**src/rtl/dmem_pkg.sv**
```systemverilog
`default_nettype none
// ============================================================================
// Module      : dmem_pkg
// Description : Shared constants and types for the data-memory / MMIO stage.
// Revision    : 1.0  initial release
// ============================================================================
package dmem_pkg;

    localparam logic [4:0] OFF_GPIO   = 5'h00;
    localparam logic [4:0] OFF_CYCLE  = 5'h04;
    localparam logic [4:0] OFF_STORES = 5'h08;
    localparam logic [4:0] OFF_TIMER  = 5'h0C;
    localparam logic [4:0] OFF_STATUS = 5'h10;

    localparam int STAT_EXPIRED  = 0;
    localparam int STAT_MISALIGN = 1;

    typedef enum logic [1:0] {
        REG_RAM  = 2'd0,
        REG_MMIO = 2'd1,
        REG_NONE = 2'd2
    } region_t;

endpackage : dmem_pkg
`default_nettype wire

```
**src/rtl/dmem_timer.sv**
```systemverilog
`default_nettype none
// ============================================================================
// Module      : dmem_timer
// Description : Loadable 32-bit down-counter that stops at zero and flags the
//               1->0 transition with a single-cycle expire pulse.
// Revision    : 1.0  initial release
// ============================================================================
module dmem_timer (
    input  logic        clk,
    input  logic        rst,
    input  logic        i_load,
    input  logic [31:0] i_load_val,
    output logic [31:0] o_value,
    output logic        o_expire
);

    logic [31:0] r_count;

    always_ff @(posedge clk) begin
        if (rst) begin
            r_count <= '0;
        end else if (i_load) begin
            r_count <= i_load_val;
        end else if (r_count != 32'd0) begin
            r_count <= r_count - 32'd1;
        end
    end

    assign o_value  = r_count;
    // A load in the same cycle overrides the decrement, so no expiry then.
    assign o_expire = !i_load && (r_count == 32'd1);

endmodule : dmem_timer
`default_nettype wire

```
**src/rtl/data_mem_mmio.sv**
```systemverilog
`default_nettype none
// ============================================================================
// Module      : data_mem_mmio
// Description : Word RAM plus memory-mapped GPIO, cycle/store counters,
//               optional down-timer (macro DMEM_TIMER_EN) and status register.
// Revision    : 1.0  initial release
// ============================================================================
module data_mem_mmio
    import dmem_pkg::*;
#(
    parameter int unsigned DEPTH_WORDS = 64,
    parameter logic [31:0] MMIO_BASE   = 32'hFFFF_0000
) (
    input  logic        CLK,
    input  logic        rst,
    input  logic        MemWrite,
    input  logic [31:0] ALUResult,
    input  logic [31:0] WriteData,
    output logic [31:0] ReadData,
    output logic [15:0] GPIO_OUT,
    output logic        TIMER_IRQ
);

    localparam int unsigned c_aw        = $clog2(DEPTH_WORDS);
    localparam logic [31:0] c_ram_bytes = 32'(DEPTH_WORDS * 4);

    logic [31:0] r_mem [DEPTH_WORDS];
    logic [15:0] r_gpio;
    logic [31:0] r_cycle;
    logic [31:0] r_stores;
    logic        r_err;

    region_t          w_region;
    logic [31:0]      w_mmio_rel;
    logic [c_aw-1:0]  w_ram_idx;
    logic [4:0]       w_off;
    logic [4:0]       w_rd_off;
    logic             w_aligned;
    logic             w_ram_wr;
    logic             w_mmio_wr;
    logic             w_status_wr;
    logic [31:0]      w_timer_val;
    logic             w_expired;
    logic             w_expire;

    // Relative compare keeps the window check safe near the top of the map.
    always_comb begin
        w_mmio_rel = ALUResult - MMIO_BASE;
        if (ALUResult < c_ram_bytes) begin
            w_region = REG_RAM;
        end else if ((ALUResult >= MMIO_BASE) && (w_mmio_rel < 32'd32)) begin
            w_region = REG_MMIO;
        end else begin
            w_region = REG_NONE;
        end
    end

    assign w_ram_idx   = ALUResult[c_aw+1:2];
    assign w_off       = ALUResult[4:0];
    assign w_rd_off    = {ALUResult[4:2], 2'b00};
    assign w_aligned   = (ALUResult[1:0] == 2'b00);
    assign w_ram_wr    = MemWrite && w_aligned && (w_region == REG_RAM);
    assign w_mmio_wr   = MemWrite && w_aligned && (w_region == REG_MMIO);
    assign w_status_wr = w_mmio_wr && (w_off == OFF_STATUS);

    always_ff @(posedge CLK) begin
        if (rst) begin
            for (int i = 0; i < int'(DEPTH_WORDS); i++) begin
                r_mem[i] <= '0;
            end
        end else if (w_ram_wr) begin
            r_mem[w_ram_idx] <= WriteData;
        end
    end

    always_ff @(posedge CLK) begin
        if (rst) begin
            r_gpio   <= '0;
            r_cycle  <= '0;
            r_stores <= '0;
        end else begin
            r_cycle <= r_cycle + 32'd1;
            if (w_mmio_wr && (w_off == OFF_GPIO)) begin
                r_gpio <= WriteData[15:0];
            end
            if (w_ram_wr && (r_stores != 32'hFFFF_FFFF)) begin
                r_stores <= r_stores + 32'd1;
            end
        end
    end

    // Set beats write-1-to-clear; misaligned stores fault regardless of target.
    always_ff @(posedge CLK) begin
        if (rst) begin
            r_err <= 1'b0;
        end else if (MemWrite && !w_aligned) begin
            r_err <= 1'b1;
        end else if (w_status_wr && WriteData[STAT_MISALIGN]) begin
            r_err <= 1'b0;
        end
    end

`ifdef DMEM_TIMER_EN
    logic w_timer_wr;
    logic r_expired;

    assign w_timer_wr = w_mmio_wr && (w_off == OFF_TIMER);

    dmem_timer u_timer (
        .clk        (CLK),
        .rst        (rst),
        .i_load     (w_timer_wr),
        .i_load_val (WriteData),
        .o_value    (w_timer_val),
        .o_expire   (w_expire)
    );

    always_ff @(posedge CLK) begin
        if (rst) begin
            r_expired <= 1'b0;
        end else if (w_expire) begin
            r_expired <= 1'b1;
        end else if (w_status_wr && WriteData[STAT_EXPIRED]) begin
            r_expired <= 1'b0;
        end
    end

    assign w_expired = r_expired;
`else
    assign w_timer_val = '0;
    assign w_expire    = 1'b0;
    assign w_expired   = 1'b0;
`endif

    always_comb begin
        ReadData = '0;
        case (w_region)
            REG_RAM: ReadData = r_mem[w_ram_idx];
            REG_MMIO: begin
                case (w_rd_off)
                    OFF_GPIO:   ReadData = {16'h0000, r_gpio};
                    OFF_CYCLE:  ReadData = r_cycle;
                    OFF_STORES: ReadData = r_stores;
                    OFF_TIMER:  ReadData = w_timer_val;
                    OFF_STATUS: ReadData = {30'h0, r_err, w_expired};
                    default:    ReadData = '0;
                endcase
            end
            default: ReadData = '0;
        endcase
    end

    assign GPIO_OUT  = r_gpio;
    assign TIMER_IRQ = w_expired;

endmodule : data_mem_mmio
`default_nettype wire

```
**config.mk**
```make
export PLATFORM = sky130hd
export DESIGN_NAME = data_mem_mmio
export DESIGN_NICKNAME = d
export VERILOG_FILES = /design/src/rtl/dmem_pkg.sv /design/src/rtl/dmem_timer.sv /design/src/rtl/data_mem_mmio.sv
export SDC_FILE = /design/constraint.sdc
export NUM_CORES = 2
export LEC_CHECK = 0
export BUFFER_PORTS_ARGS = -buffer_cell sky130_fd_sc_hd__buf_2
export CELL_PAD_IN_SITES_DETAIL_PLACEMENT = 0
export CELL_PAD_IN_SITES_GLOBAL_PLACEMENT = 2
export CORE_ASPECT_RATIO = 0.75
export CORE_UTILIZATION = 43
export DETAILED_ROUTE_END_ITERATION = 8
export GPL_ROUTABILITY_DRIVEN = 0
export PLACE_DENSITY_LB_ADDON = 0.2
export SLEW_MARGIN = 10
export SYNTH_ARGS = -nofsm -noshare
export SYNTH_HDL_FRONTEND = slang
export SYNTH_SLANG_ARGS = --single-unit
```
**constraint.sdc**
```tcl
create_clock -name CLK -period 2.65 [get_ports CLK]
set_input_delay 0.1325 -clock CLK [delete_from_list [all_inputs] [get_ports CLK]]
set_output_delay 0.1325 -clock CLK [all_outputs]
set_load 0.01 [all_outputs]
```
== After elaboration in Yosys (flattened, before gate mapping) ==
Memories as Yosys holds them, arrays and structs flattened.
Index checks and enable logic that the tools add are counted.

* Memories kept: 1
* Memory bits (writable): 2048
* Register bits after elaboration: 81
* ROM bits: 0
* Latch bits: 0
* Output and inout port bits: 49
* Input bits: 67
* Word-level logic and storage cells: 47

{| class="wikitable"
|+ Memory list
! name !! words !! width !! rd ports !! clocked after memory_dff !! wr ports !! RTL line !! source
|-
| r_mem || 64 || 32 || 1 || 0 || 64 || data_mem_mmio.sv:27 || <nowiki>logic [31:0] r_mem [DEPTH_WORDS];</nowiki>
|}

* Add/sub/neg operators: 3
* Divide/modulo/power cells: 0
* Multiply operators: 0
* Equal/unequal tests: 6
* Mux-type cells: 14
* Bitwise operators: 0
* Shift operators: 0
* Reductions and logical operators: 16
* Magnitude comparators: 3

{| class="wikitable"
|+ Operator list
! operator !! count
|-
| $pmux W32 S4 || 1
|-
| $add A32 B1 Y32 const B || 2
|-
| $pmux W32 S2 || 1
|-
| $ge A32 B32 Y1 const B || 1
|-
| $lt A32 B6 Y1 const B || 1
|-
| $lt A32 B9 Y1 const B || 1
|-
| $mux W32 || 1
|-
| $ne A32 B32 Y1 const B || 1
|-
| $reduce_or A32 Y1 || 1
|-
| $sub A32 B32 Y32 const B || 1
|-
| $logic_not A5 Y1 || 2
|-
| $logic_and A1 B1 Y1 || 9
|-
| $mux W1 || 8
|-
| $mux W6 || 1
|-
| $eq A5 B5 Y1 const B || 1
|-
| $logic_not A2 Y1 || 2
|-
| $mux W2 || 2
|-
| $eq A3 B1 Y1 const B || 1
|-
| $eq A3 B2 Y1 const B || 1
|-
| $eq A3 B3 Y1 const B || 1
|-
| $eq A2 B1 Y1 const B || 1
|-
| $reduce_bool A2 Y1 || 1
|-
| $logic_not A1 Y1 || 1
|}

== Longest topological paths before layout ==
* Depth in word-level cells: 12
* Mapped depth: 11
* Depth with buffers taken out: 7

== Worst setup path after synthesis ==
OpenSTA, ideal clock, no wires.

* Path type: in2reg
* Start point: input port ALUResult[11]
* End point: memory r_mem[16][0], enable pin
* Buffers on the path: 1
* Setup time: 375 ps
* Cell stages on the path: 7
* Arrival: 2381 ps
* Path slack: -106 ps
* Required time: 2275 ps
* Path through: or4_1 > or2_1 > or2_1 > or3_1 > clkbuf_1 > nor2_2 > or2_2

{| class="wikitable"
|+ RTL lines
! what !! RTL line !! source
|-
| from (decl) || data_mem_mmio.sv:17 || <nowiki>input logic [31:0] ALUResult,</nowiki>
|-
| to (decl) || data_mem_mmio.sv:27 ||
|}

== Worst setup path after layout ==
* Start point: memory r_mem[29][5]
* End point: output port ReadData[5]

* Cells in the longest elaborated chain, start to end: 2

{| class="wikitable"
|+ Ends and longest elaborated chain
! what !! RTL line !! source
|-
| $mem_v2 Z64 W32 || -- ||
|-
| $pmux W32 S2 || data_mem_mmio.sv:137 || <nowiki>case (w_region)</nowiki>
|-
| to (decl) || data_mem_mmio.sv:19 || <nowiki>output logic [31:0] ReadData,</nowiki>
|}

No other way between the ends.

==> results.cfg <==
[setup_path]
reg2regPathDepth = 7
start_kind = register
path_max_fanout = 1
critPathKind = register to output port
arrival_ns = 3.06
critPathCaptureType = output port
required_ns = 2.52

[grt]
grt_max_degree = 67
grt_pass1_wl_um = 467000
first_global_vias = 58200
grtUsageTotal_pct = 29.6
antenna_found_initial = 24
grt_overflow_total = 0

[timing]
setup_viol = 32
fmax_mhz = 313
drv_slew = 0
fin_worst_skew_ns = 0.0368
min_period_ns = 3.19
slew_headroom_pct = 27.8
final_hold_viol_count = 0
worst_pin_slew_ns = 1.08
worst_slack_ns = -0.541
rsz0062_at_grt = true
tns_ns = -12.15
final.period_utilization_pct = 120

[detailed_routing]
vias_per_cell = 5.76
vias = 59700
firstDrtPassIters = 5
ant_nets = 0
drc_errors = 0
drtIter0Drc = 7030
finalWirelength_um = 338000
wire_per_inst_um = 32.6

[floorplanning]
start_util_pct = 43.5
die_w_um = 551
pin_count = 116
dieArea_um2 = 228000
die_h_um = 414
coreArea_um2 = 224000
num_rows = 150

[power]
power_density_nw_per_um2 = 647
p_leak_nw = 42.8
ir_drop_mv = 0.550

[synthesis]
async_reset_ff_share_pct = 0
synth.distinct_cells = 56
synth-seq-area-share_pct = 64.9
syn_area_per_cell_um2 = 14.8
synth_top_area_cell = edfxtp_1
ys_warn_count = 0
syn_area_um2 = 97200
syn-num-nets = 6626
synth-seq-cells = 2129
synth.top_cell.area_share_pct = 63.3
synth_edf_count = 2048
yosysMostFrequentCell = and2_1
ys_top_cells_by_area = edfxtp_1 63%, and2_1 13%, mux4_2 9.5%, mux2i_1 2.9%, clkbuf_1 2.0%
synth_cells = 6557
synth_commonest_cells = 2055 x and2_1, 2048 x edfxtp_1, 520 x clkbuf_1
synth_flop_cell = edfxtp_1

[worst_hold_path]
hold_depth = 2
hold_path.class = primary input to register

[clock_network]
post-cts-setup-buffer-count = 0
cts_tree = yes
insertion_delay_ns = 0.88
cts_buffers = 219
h-tree-depth = 4
clk_pin_slew_ns = 0.06
clock_sinks = 2129
cts_root_buffer = clkbuf_16
clk_path_buf_depth = 4

[cells_and_area]
fin_util_pct = 53.1
drive_gt1_share_pct = 28.9
layout.nets = 7286
area_growth_pct = 22.2

[placement]
io_buffers = 114
dp_hpwl_um = 229000

[run_status]
run_status = finished, violations left
violations = negative setup slack

[flow_run]
max-cap-violations = 0
[final cells by class]
cell class,instances,area (um2)
antenna,3,7.51
clock buffer,274,5770
clock inverter,115,1030
fill,18300,105000
inverter,5,18.8
multi-input combinational,3769,33400
sequential,2129,63100
tap,2964,3710
timing repair buffer,1093,11700
[power breakdown]
part | total (mW) | switching (mW) | leakage [nW] | internal [mW]
Combinational | 7.51 | 4.46 | 19.3 | 3.05
Clock | 30.5 | 13.3 | 3.32 | 17.2
Sequential | 38.8 | 0.448 | 20.1 | 38.3
Total | 76.8 | 18.2 | 42.8 | 58.6
[cells by family after synthesis]
kind of cell	after synthesis	synth area share, %
mux	744	13.0
compound gates	394	2.87
buf+inv	659	2.67
other cells	1	0.00386
xor+xnor	57	0.514
simple gates	2571	16.0
fa+ha+maj	2	0.0257
flops	2129	64.9
[flip-flops by register name, summed over array words and instances (netlist names)]
signal    cells
r_stores     32
r_mem      2048
GPIO_OUT     16
r_err         1
r_cycle      32
[stage by stage]
stage	power [mW]	area (um2)	cells	hold slack [ns]	setup slack, ns
after global routing	78.6	119000	10400	0.0586	-0.608
after global placement	46.5	110000	9938	0.434	-1.28
after floorplan	42.4	97300	6557	0.294	0.0203
final	76.8	119000	10400	0.0499	-0.541
after CTS	77.0	118000	10400	0.0233	-0.621
after detailed placement	46.6	110000	9944	0.461	-0.873
[metal layers]
layer | track usage [%] | vias to the layer above | part of all wire [%]
met2 | 44.2 | 2530 | 44
met4 | 9.30 | 2 | 3.3
met5 | 0 | - | 0.0021
li1 | - | 25400 | -
met3 | 6.50 | 415 | 9.0
met1 | 43.0 | 31300 | 43
[cell usage in the layout, fill, tap and decap left out, types with 35 or more instances in the layout]
cell,synthesis,final
a21oi_1,86,67
a22oi_1,52,39
and2_1,2055,2055
buf_12,0,276
buf_2,73,98
buf_4,9,644
buf_6,0,37
clkbuf_1,520,51
clkbuf_16,0,223
clkinv_1,0,46
clkinv_2,0,39
dfxtp_1,81,81
edfxtp_1,2048,2048
mux2_4,0,35
mux2i_1,280,269
mux4_2,411,411
nand2_1,72,72
nand4_1,42,42
nor2_1,150,98
nor2_2,6,54
o221ai_1,73,70
or2_4,0,47
xor2_1,46,46
[worst paths after layout]
kind                                   start                     endpoint  slack, ns
setup / recovery  r_mem[29][5]$_SDFFCE_PN0P_                  ReadData[5]      -0.54
hold / removal                 WriteData[31]  r_mem[20][31]$_SDFFCE_PN0P_       0.05
setup reg to reg    r_stores[3]$_SDFFE_PP0P_    r_stores[17]$_SDFFE_PP0P_       0.39
hold reg to reg     GPIO_OUT[5]$_SDFFE_PP0P_     GPIO_OUT[5]$_SDFFE_PP0P_       0.47
[critical path, stage by stage (launching register included)]
cell,delay [ns]
edfxtp_1,0.36
mux4_2,0.53
mux2_4,0.32
a221oi_2,0.21
buf_4,0.21
a211o_1,0.16
buf_12,0.16
o22ai_4,0.08
buf_6,0.14
[what timing repair did]
item | 4_1_cts | 5_1_grt
hold buffers | 34 | 0
resized for setup | 267 | 56
hold endpoints to repair | 702 | 0
cloned | 1 | 0
pin swaps | 77 | 43
endpoints found under the setup margin | 32 | 32
(Power assumes the default switching activity.)
